### src/rtl/prog_loader_if.sv
// Bundled loader signals: the upstream byte stream, the reload request,
// the instruction-memory write port and the core control/status lines.
// The master modport is the environment side; the slave modport is the loader.
interface prog_loader_if;
  logic       rx_valid;
  logic [7:0] rx_data;
  logic       rx_ready;
  logic       reload;
  logic       im_we;
  logic [7:0] im_addr;
  logic [7:0] im_wdata;
  logic       cpu_reset;
  logic       done;
  logic       error;

  modport master (
    output rx_valid, rx_data, reload,
    input  rx_ready, im_we, im_addr, im_wdata, cpu_reset, done, error
  );

  modport slave (
    input  rx_valid, rx_data, reload,
    output rx_ready, im_we, im_addr, im_wdata, cpu_reset, done, error
  );
endinterface

### src/rtl/prog_loader.sv
// Program loader: receives a framed image (LEN, payload, optional CSUM) over a
// byte stream, writes it into instruction memory from address 0 and keeps the
// core in reset until the image is complete.
// Optional feature: define LOADER_CHECKSUM_EN to expect and verify a trailing
// checksum byte; a mismatch parks the loader in an error state.
module prog_loader (
  input logic          clock,
  input logic          reset,
  prog_loader_if.slave bus
);

`ifdef LOADER_CHECKSUM_EN
  typedef enum logic [2:0] {StLen, StData, StCsum, StFlush, StDone, StErr} state_e;
`else
  typedef enum logic [1:0] {StLen, StData, StFlush, StDone} state_e;
`endif

  state_e     state_q, state_d;
  // Nine bits so LEN = 0 can stand for a full 256-word image.
  logic [8:0] count_q, count_d;
  logic [7:0] addr_q, addr_d;
  logic       im_we_q, im_we_d;
  logic [7:0] im_addr_q, im_addr_d;
  logic [7:0] im_wdata_q, im_wdata_d;
  logic       cpu_reset_q, cpu_reset_d;
  logic       done_q, done_d;
  logic       rx_ready;
  logic       accept;
`ifdef LOADER_CHECKSUM_EN
  logic [7:0] sum_q, sum_d;
  logic [7:0] sum_chk;
  logic       error_q, error_d;
`endif

  // Ready only in receiving states, and never while reset is asserted.
  always_comb begin
    rx_ready = 1'b0;
    if (!reset) begin
`ifdef LOADER_CHECKSUM_EN
      rx_ready = (state_q == StLen) || (state_q == StData) || (state_q == StCsum);
`else
      rx_ready = (state_q == StLen) || (state_q == StData);
`endif
    end
  end

  assign accept = bus.rx_valid && rx_ready;

  // Next-state, datapath updates and registered-output next values.
  always_comb begin
    state_d    = state_q;
    count_d    = count_q;
    addr_d     = addr_q;
    im_we_d    = 1'b0;
    im_addr_d  = im_addr_q;
    im_wdata_d = im_wdata_q;
`ifdef LOADER_CHECKSUM_EN
    sum_d      = sum_q;
    sum_chk    = sum_q + bus.rx_data;
`endif

    case (state_q)
      StLen: begin
        if (accept) begin
          state_d = StData;
          count_d = (bus.rx_data == 8'd0) ? 9'd256 : {1'b0, bus.rx_data};
          addr_d  = 8'd0;
`ifdef LOADER_CHECKSUM_EN
          sum_d   = 8'd0;
`endif
        end
      end
      StData: begin
        if (accept) begin
          im_we_d    = 1'b1;
          im_addr_d  = addr_q;
          im_wdata_d = bus.rx_data;
          // Wraps to 0 after a 256-word image; never used again in that frame.
          addr_d     = addr_q + 8'd1;
          count_d    = count_q - 9'd1;
`ifdef LOADER_CHECKSUM_EN
          sum_d      = sum_chk;
          if (count_q == 9'd1) state_d = StCsum;
`else
          if (count_q == 9'd1) state_d = StFlush;
`endif
        end
      end
`ifdef LOADER_CHECKSUM_EN
      StCsum: begin
        if (accept) state_d = (sum_chk == 8'd0) ? StFlush : StErr;
      end
      StErr: begin
        if (bus.reload) state_d = StLen;
      end
`endif
      // One idle cycle so the last memory write lands before the core starts.
      StFlush: state_d = StDone;
      StDone: begin
        if (bus.reload) state_d = StLen;
      end
      default: state_d = StLen;
    endcase

    // Status rises one cycle after entering DONE/ERR, but falls with the reload edge.
    done_d      = (state_q == StDone) && (state_d == StDone);
    cpu_reset_d = !done_d;
`ifdef LOADER_CHECKSUM_EN
    error_d     = (state_q == StErr) && (state_d == StErr);
`endif
  end

  // State and registered outputs with synchronous active-high reset.
  always_ff @(posedge clock) begin
    if (reset) begin
      state_q     <= StLen;
      count_q     <= 9'd0;
      addr_q      <= 8'd0;
      im_we_q     <= 1'b0;
      im_addr_q   <= 8'd0;
      im_wdata_q  <= 8'd0;
      cpu_reset_q <= 1'b1;
      done_q      <= 1'b0;
`ifdef LOADER_CHECKSUM_EN
      sum_q       <= 8'd0;
      error_q     <= 1'b0;
`endif
    end else begin
      state_q     <= state_d;
      count_q     <= count_d;
      addr_q      <= addr_d;
      im_we_q     <= im_we_d;
      im_addr_q   <= im_addr_d;
      im_wdata_q  <= im_wdata_d;
      cpu_reset_q <= cpu_reset_d;
      done_q      <= done_d;
`ifdef LOADER_CHECKSUM_EN
      sum_q       <= sum_d;
      error_q     <= error_d;
`endif
    end
  end

  assign bus.rx_ready  = rx_ready;
  assign bus.im_we     = im_we_q;
  assign bus.im_addr   = im_addr_q;
  assign bus.im_wdata  = im_wdata_q;
  assign bus.cpu_reset = cpu_reset_q;
  assign bus.done      = done_q;
`ifdef LOADER_CHECKSUM_EN
  assign bus.error     = error_q;
`else
  assign bus.error     = 1'b0;
`endif

endmodule
### src/flat_wrapper.sv
// flat-port wrapper written by rule: the top's interface ports become plain ports
module prog_loader_flat 
  (clock, reset, bus_rx_valid, bus_rx_data, bus_reload, bus_rx_ready, bus_im_we, bus_im_addr, bus_im_wdata, bus_cpu_reset, bus_done, bus_error);
  prog_loader_if bus_i ();
  input logic clock;
  input logic reset;
  input wire logic [$bits(bus_i.rx_valid)-1:0] bus_rx_valid;
  input wire logic [$bits(bus_i.rx_data)-1:0] bus_rx_data;
  input wire logic [$bits(bus_i.reload)-1:0] bus_reload;
  output wire logic [$bits(bus_i.rx_ready)-1:0] bus_rx_ready;
  output wire logic [$bits(bus_i.im_we)-1:0] bus_im_we;
  output wire logic [$bits(bus_i.im_addr)-1:0] bus_im_addr;
  output wire logic [$bits(bus_i.im_wdata)-1:0] bus_im_wdata;
  output wire logic [$bits(bus_i.cpu_reset)-1:0] bus_cpu_reset;
  output wire logic [$bits(bus_i.done)-1:0] bus_done;
  output wire logic [$bits(bus_i.error)-1:0] bus_error;
  assign bus_i.rx_valid = bus_rx_valid;
  assign bus_i.rx_data = bus_rx_data;
  assign bus_i.reload = bus_reload;
  assign bus_rx_ready = bus_i.rx_ready;
  assign bus_im_we = bus_i.im_we;
  assign bus_im_addr = bus_i.im_addr;
  assign bus_im_wdata = bus_i.im_wdata;
  assign bus_cpu_reset = bus_i.cpu_reset;
  assign bus_done = bus_i.done;
  assign bus_error = bus_i.error;
  prog_loader u_core (.clock(clock), .reset(reset), .bus(bus_i));
endmodule
### config.mk
export PLATFORM = sky130hd
export DESIGN_NAME = prog_loader_flat
export DESIGN_NICKNAME = d
export VERILOG_FILES = /design/src/rtl/prog_loader_if.sv /design/src/rtl/prog_loader.sv /design/src/flat_wrapper.sv
export SDC_FILE = /design/constraint.sdc
export NUM_CORES = 1
export LEC_CHECK = 0
export ABC_AREA = 1
export ABC_CLOCK_PERIOD_IN_PS = 2200
export CORE_UTILIZATION = 50
export DETAILED_ROUTE_END_ITERATION = 8
export DONT_BUFFER_PORTS = 1
export HOLD_SLACK_MARGIN = 0.15
export PLACE_DENSITY = 0.64
export SYNTH_ARGS = -nofsm -noshare
export SYNTH_HDL_FRONTEND = slang
export SYNTH_SLANG_ARGS = --single-unit
### constraint.sdc
create_clock -name clock -period 2.2 [get_ports clock]
set_input_delay 0.66 -clock clock [delete_from_list [all_inputs] [get_ports clock]]
set_output_delay 0.66 -clock clock [all_outputs]
set_load 0.01 [all_outputs]
* After elaboration in Yosys (flattened, before gate mapping)
Cells that the tools add are included.
Cells by class: add/sub/neg operators 2, equal/unequal tests 7, reduce and logical (&&, ||, !) cells 10, bitwise operators 1, mux-type cells 14
Operators with widths (number):
- 9-bit two-way mux | 3
- 9-bit case mux with 2 select lines | 1
- 8-bit two-way mux | 2
- 8-bit case mux with 2 select lines | 1
- 9-bit by 1-bit == test with 1-bit output, second input constant | 1
- 9-bit by 1-bit subtractor with 9-bit output, second input constant | 1
- 8-bit by 1-bit adder with 8-bit output, second input constant | 1
- 8-bit zero test | 1
- 2-bit two-way mux | 4
- 2-bit case mux with 4 select lines | 1
- 2-bit == test, second input constant | 3
- 2-bit by 1-bit != test with 1-bit output, second input constant | 2
- 3-bit AND reduction | 1
- 2-bit by 1-bit == test with 1-bit output, second input constant | 1
- 1-bit logical AND | 2
- 2-bit zero test | 1
- 1-bit two-way mux | 2
- 2-bit AND reduction | 1
- 2-bit nonzero test | 1
- 2-bit OR reduction | 1
- 1-bit zero test | 1
- 1-bit logical OR | 1
- 1-bit NOT | 1
Word-level totals: output and inout port bits 21, register bits 38

* Longest topological paths before layout
word-level depth 9, depth in mapped cells 8, gate-level depth less buffers 7

* Least setup slack after synthesis
OpenSTA, ideal clock, no wires.
path kind input port to flip-flop, start in reset, end reg u_core.state_q[0], arrival time 1.442 ns, stages on the path 8, required time 2.071 ns, slack 0.629 ns, cell sequence buf_6 > nor2_4 > nand2_4 > inv_2 > buf_4 > nand2_1 > a21oi_1 > nor2_1
On the way: longest elaborated chain between the ends 4
Ends and longest elaborated chain:
- start: declaration | line flat_wrapper.sv:6 | input logic reset;
- 1-bit two-way mux * | line prog_loader.sv:38 | if (!reset) begin
- net bus_rx_ready | line flat_wrapper.sv:10 | output wire logic [$bits(bus_i.rx_ready)-1:0] bus_rx_ready;
- 1-bit logical AND * | line prog_loader.sv:47 | assign accept = bus.rx_valid && rx_ready;
- 2-bit two-way mux, on equally long branches | line prog_loader.sv:74, prog_loader.sv:64
- 2-bit case mux with 4 select lines * | line prog_loader.sv:62 | case (state_q)
- end signal: assignment | line prog_loader.sv:116 | state_q <= StLen;
- end signal: assignment | line prog_loader.sv:129 | state_q <= state_d;
- end: declaration | line prog_loader.sv:18 | state_e state_q, state_d;
The timed path passes the listed nets; every way through them passes the cells marked *. A chain may end at the register's enable or synchronous reset.

* Final worst setup path
start reg u_core.state_q[1], end out bus_rx_ready
On the way: longest elaborated chain between the ends 3
Ends and longest elaborated chain:
- 2-bit by 1-bit == test with 1-bit output / 2-bit zero test (equally long branches) | line prog_loader.sv:42 | rx_ready = (state_q == StLen) || (state_q == StData);
- 1-bit logical OR * | line prog_loader.sv:42
- 1-bit two-way mux * | line prog_loader.sv:38
- end: declaration | line flat_wrapper.sv:10
Mark *: on every way between the ends. The rest lies on a longest branch, timed or not.

==> metrics <==
required time at the endpoint of the critical path=1.54 ns; clock latency on the worst-skew pair=0.35 ns; number of buffers inserted during clock tree synthesis=5; via/cell ratio=5.12; flop-to-flop setup slack=0.76 ns; Worst Setup Path Type=reg -> out; root buffer cell=clkbuf_4; row cnt=21; buffers inserted during post-CTS setup optimization=0; drt pass-1 iters=4; number of port buffers=0; Hold Buf Count CTS=0; number of antenna violations at the first check in global routing=0; number of warnings reported in the yosys synthesis log=0; horizontal extent of the die=61.4 um; wire length reported by the detailed router=3.80 mm; Max VDD drop=0.403 mV; final core utilization=54.0%; delay of the slowest cell on the worst path=0.36 ns; worst-case reg-to-reg path depth=7; worst endpoint data arrival time=0.87 ns; post-route fraction of the period consumed by the critical path=69.5%; Bufs and invs on worst path=0; layout cells sized above 1=6.85%; mean area per synthesized cell=7.09 um2; final critical delay including setup and external delays=1.53 ns; most frequent cells in the layout=nand2_1, nor2_1, dfxtp_1; clock tree from TritonCTS=done; launching element type of the critical path=flip-flop; buffer levels on the longest clock path=2; Synth Cell Area=1760 um2; layout overhead on the synthesized area=2.91%; RSZ-0062 raised after global routing=false; via count of the first global-routing pass=1376; cell count after synthesis=249; Lkg Pwr=0.770 nW; final setup violation count=0; Min-Delay Path Depth=1; clock slew seen by the registers of the worst setup and hold paths=0.11 ns; destination of the worst register-to-register timing path=u_core.addr_q[0]$_SDFFE_PP0P_; final number of hold-violating endpoints=0; GPL Wtd Cong=0.793; residual antenna-violating net count after detailed routing=0; Routed WL per cell=12.9 um; maximum number of pins on one net before global-route repair=21; area of the core=3360 um2; RR Startpoint=u_core.state_q[1]$_SDFF_PP0_; Sum Neg Setup Slack=0 ns; gr usage total=23.3%; vias=1506; Min-Delay Startpoint=reset; sequential area share after synthesis=43.1%; number of ports placed on the die boundary=33; #FFs+latches synth=38; gate family responsible for the most delay along the worst path=flip-flops; post-synth net total=264; wire length of the first global-routing pass=6.31 mm; Setup crit end kind=output pin; net count reported at finish=262; Detailed Route Iter0 Violations=80; outcome=finished, final reports clean; number of levels in the clock H-tree=2; max-capacitance violation count=0; Critical Path Slowest Stage Cell=dfxtp_1; max-slew violations=0; minimum hold slack=0.358 ns; peak clock frequency supported by timing=654 MHz; power density cells=692 nW/um2; Worst Skew=0.0166 ns; diode insertion count for antenna repair=0; initial standard-cell utilization of the core=52.5%; die outline height=61.4 um; remaining design rule violation count=0; number of different library cells in the post-synthesis netlist=27; cell chain of the critical path=nor2_4; leftover overflow at the end of global routing=0; Total Die Area=3770 um2; path type of the worst min-delay path=in -> reg; Post-DP HPWL=2.69 mm; Sink Count=38; worst-path fanout max=3; end point of the most critical hold path=u_core.bus.im_addr[6]$_SDFFE_PP0P_; commonest non-fill, non-tap cell in the layout=nand2_1; post-cts resize count=0
per-stage QoR:
stage / setup WS, ns / std cells / power [mW] / cell area [um2]
after floorplan: 0.629 / 249 / 0.867 / 1760
after global placement: 0.482 / 286 / 0.888 / 1760
after CTS: 0.660 / 294 / 1.26 / 1820
after detailed placement: 0.458 / 286 / 0.887 / 1760
final: 0.670 / 294 / 1.26 / 1820
after global routing: 0.588 / 294 / 1.33 / 1820
cell usage after synthesis:
cell type  instances  area share (%)
buf_4              3             1.3
nor2_8             1             1.1
dfxtp_1           38              43
a21oi_2            1            0.50
nor2_4             1            0.64
conb_1             1            0.21
nor2_1            49              10
o32ai_1            1            0.50
nand3_1           13             3.7
nor3_1             2            0.57
nor2_2             1            0.35
buf_6              4             2.6
ha_1               3             2.1
nand4_1            2            0.71
nand2_4            1            0.64
inv_1             17             3.6
clkbuf_1           1            0.21
o21ai_0           27             7.7
inv_2              2            0.43
buf_1              2            0.43
o21ai_1            1            0.28
xnor2_1            1            0.50
a21oi_1           22             6.2
buf_2              2            0.57
nand2_1           51              11
a31oi_1            1            0.35
o21bai_1           1            0.43
per-layer routing:
layer	global-route usage, %	wire [um]	vias to the layer above
met2	37.9	1750	48
met1	29.9	1770	652
li1	-	-	795
met5	0	0	-
met4	9.52	82	0
met3	5.25	192	11
report_power, final:
part / internal, mW / total [mW] / switching, mW / leakage (nW)
logic: 0.0471 / 0.139 / 0.0917 / 0.426
clock network: 0.155 / 0.384 / 0.229 / 0.0353
registers: 0.711 / 0.733 / 0.0220 / 0.309
worst max path at each step:
| stage | end | from | slack [ns] | depth (start not counted) |
|---|---|---|---|---|
| final | bus_rx_ready | u_core.state_q[1]$_SDFF_PP0_ | 0.67 | 1 |
| after global routing | u_core.addr_q[0]$_SDFFE_PP0P_ | u_core.state_q[1]$_SDFF_PP0_ | 0.59 | 7 |
| after CTS | bus_rx_ready | u_core.state_q[1]$_SDFF_PP0_ | 0.66 | 1 |
| after detailed placement | u_core.addr_q[0]$_SDFFE_PP0P_ | reset | 0.46 | 7 |
| after global placement | u_core.addr_q[0]$_SDFFE_PP0P_ | reset | 0.48 | 7 |
| after floorplan | u_core.state_q[0]$_SDFF_PP0_ | reset | 0.63 | 8 |
worst reg2reg max path: stages (launching register included):
cell and delay (ns):
dfxtp_1 0.36, nor2_4 0.17, nand2_4 0.17, nor2_8 0.26
inv_2 0.16, nor2_1 0.16, a21oi_1 0.06, nor2_1 0.08
cell families after synthesis:
kind of cell	count (synthesis)	synth area share (%)
AND/OR/NAND/NOR	121	29.0
AO/OA/AOI/OAI	54	16.0
flip-flops	38	43.1
buffers and inverters	31	9.08
adder cells (fa/ha/maj)	3	2.13
XOR/XNOR	1	0.497
other	1	0.213
flip-flops by register name (all words and copies together), names as in the netlist:
| register | flops |
|---|---|
| u_core.state_q | 2 |
| u_core.bus.im_wdata | 8 |
| u_core.bus.im_addr | 8 |
| u_core.bus.done | 1 |
| u_core.bus.cpu_reset | 1 |
| u_core.addr_q | 8 |
| u_core.bus.im_we | 1 |
| u_core.count_q | 9 |
area by class of cell:
cell class                      count  area, um2
Tap cell                           46       57.6
Fill cell                         356       1550
Clock buffer                        7       55.1
Inverter                           19       71.3
Multi-Input combinational cell    180        843
Clock inverter                      1       5.00
Sequential cell                    38        761
Timing Repair Buffer                3       22.5
No activity file was read; power rests on OpenSTA's default activity.
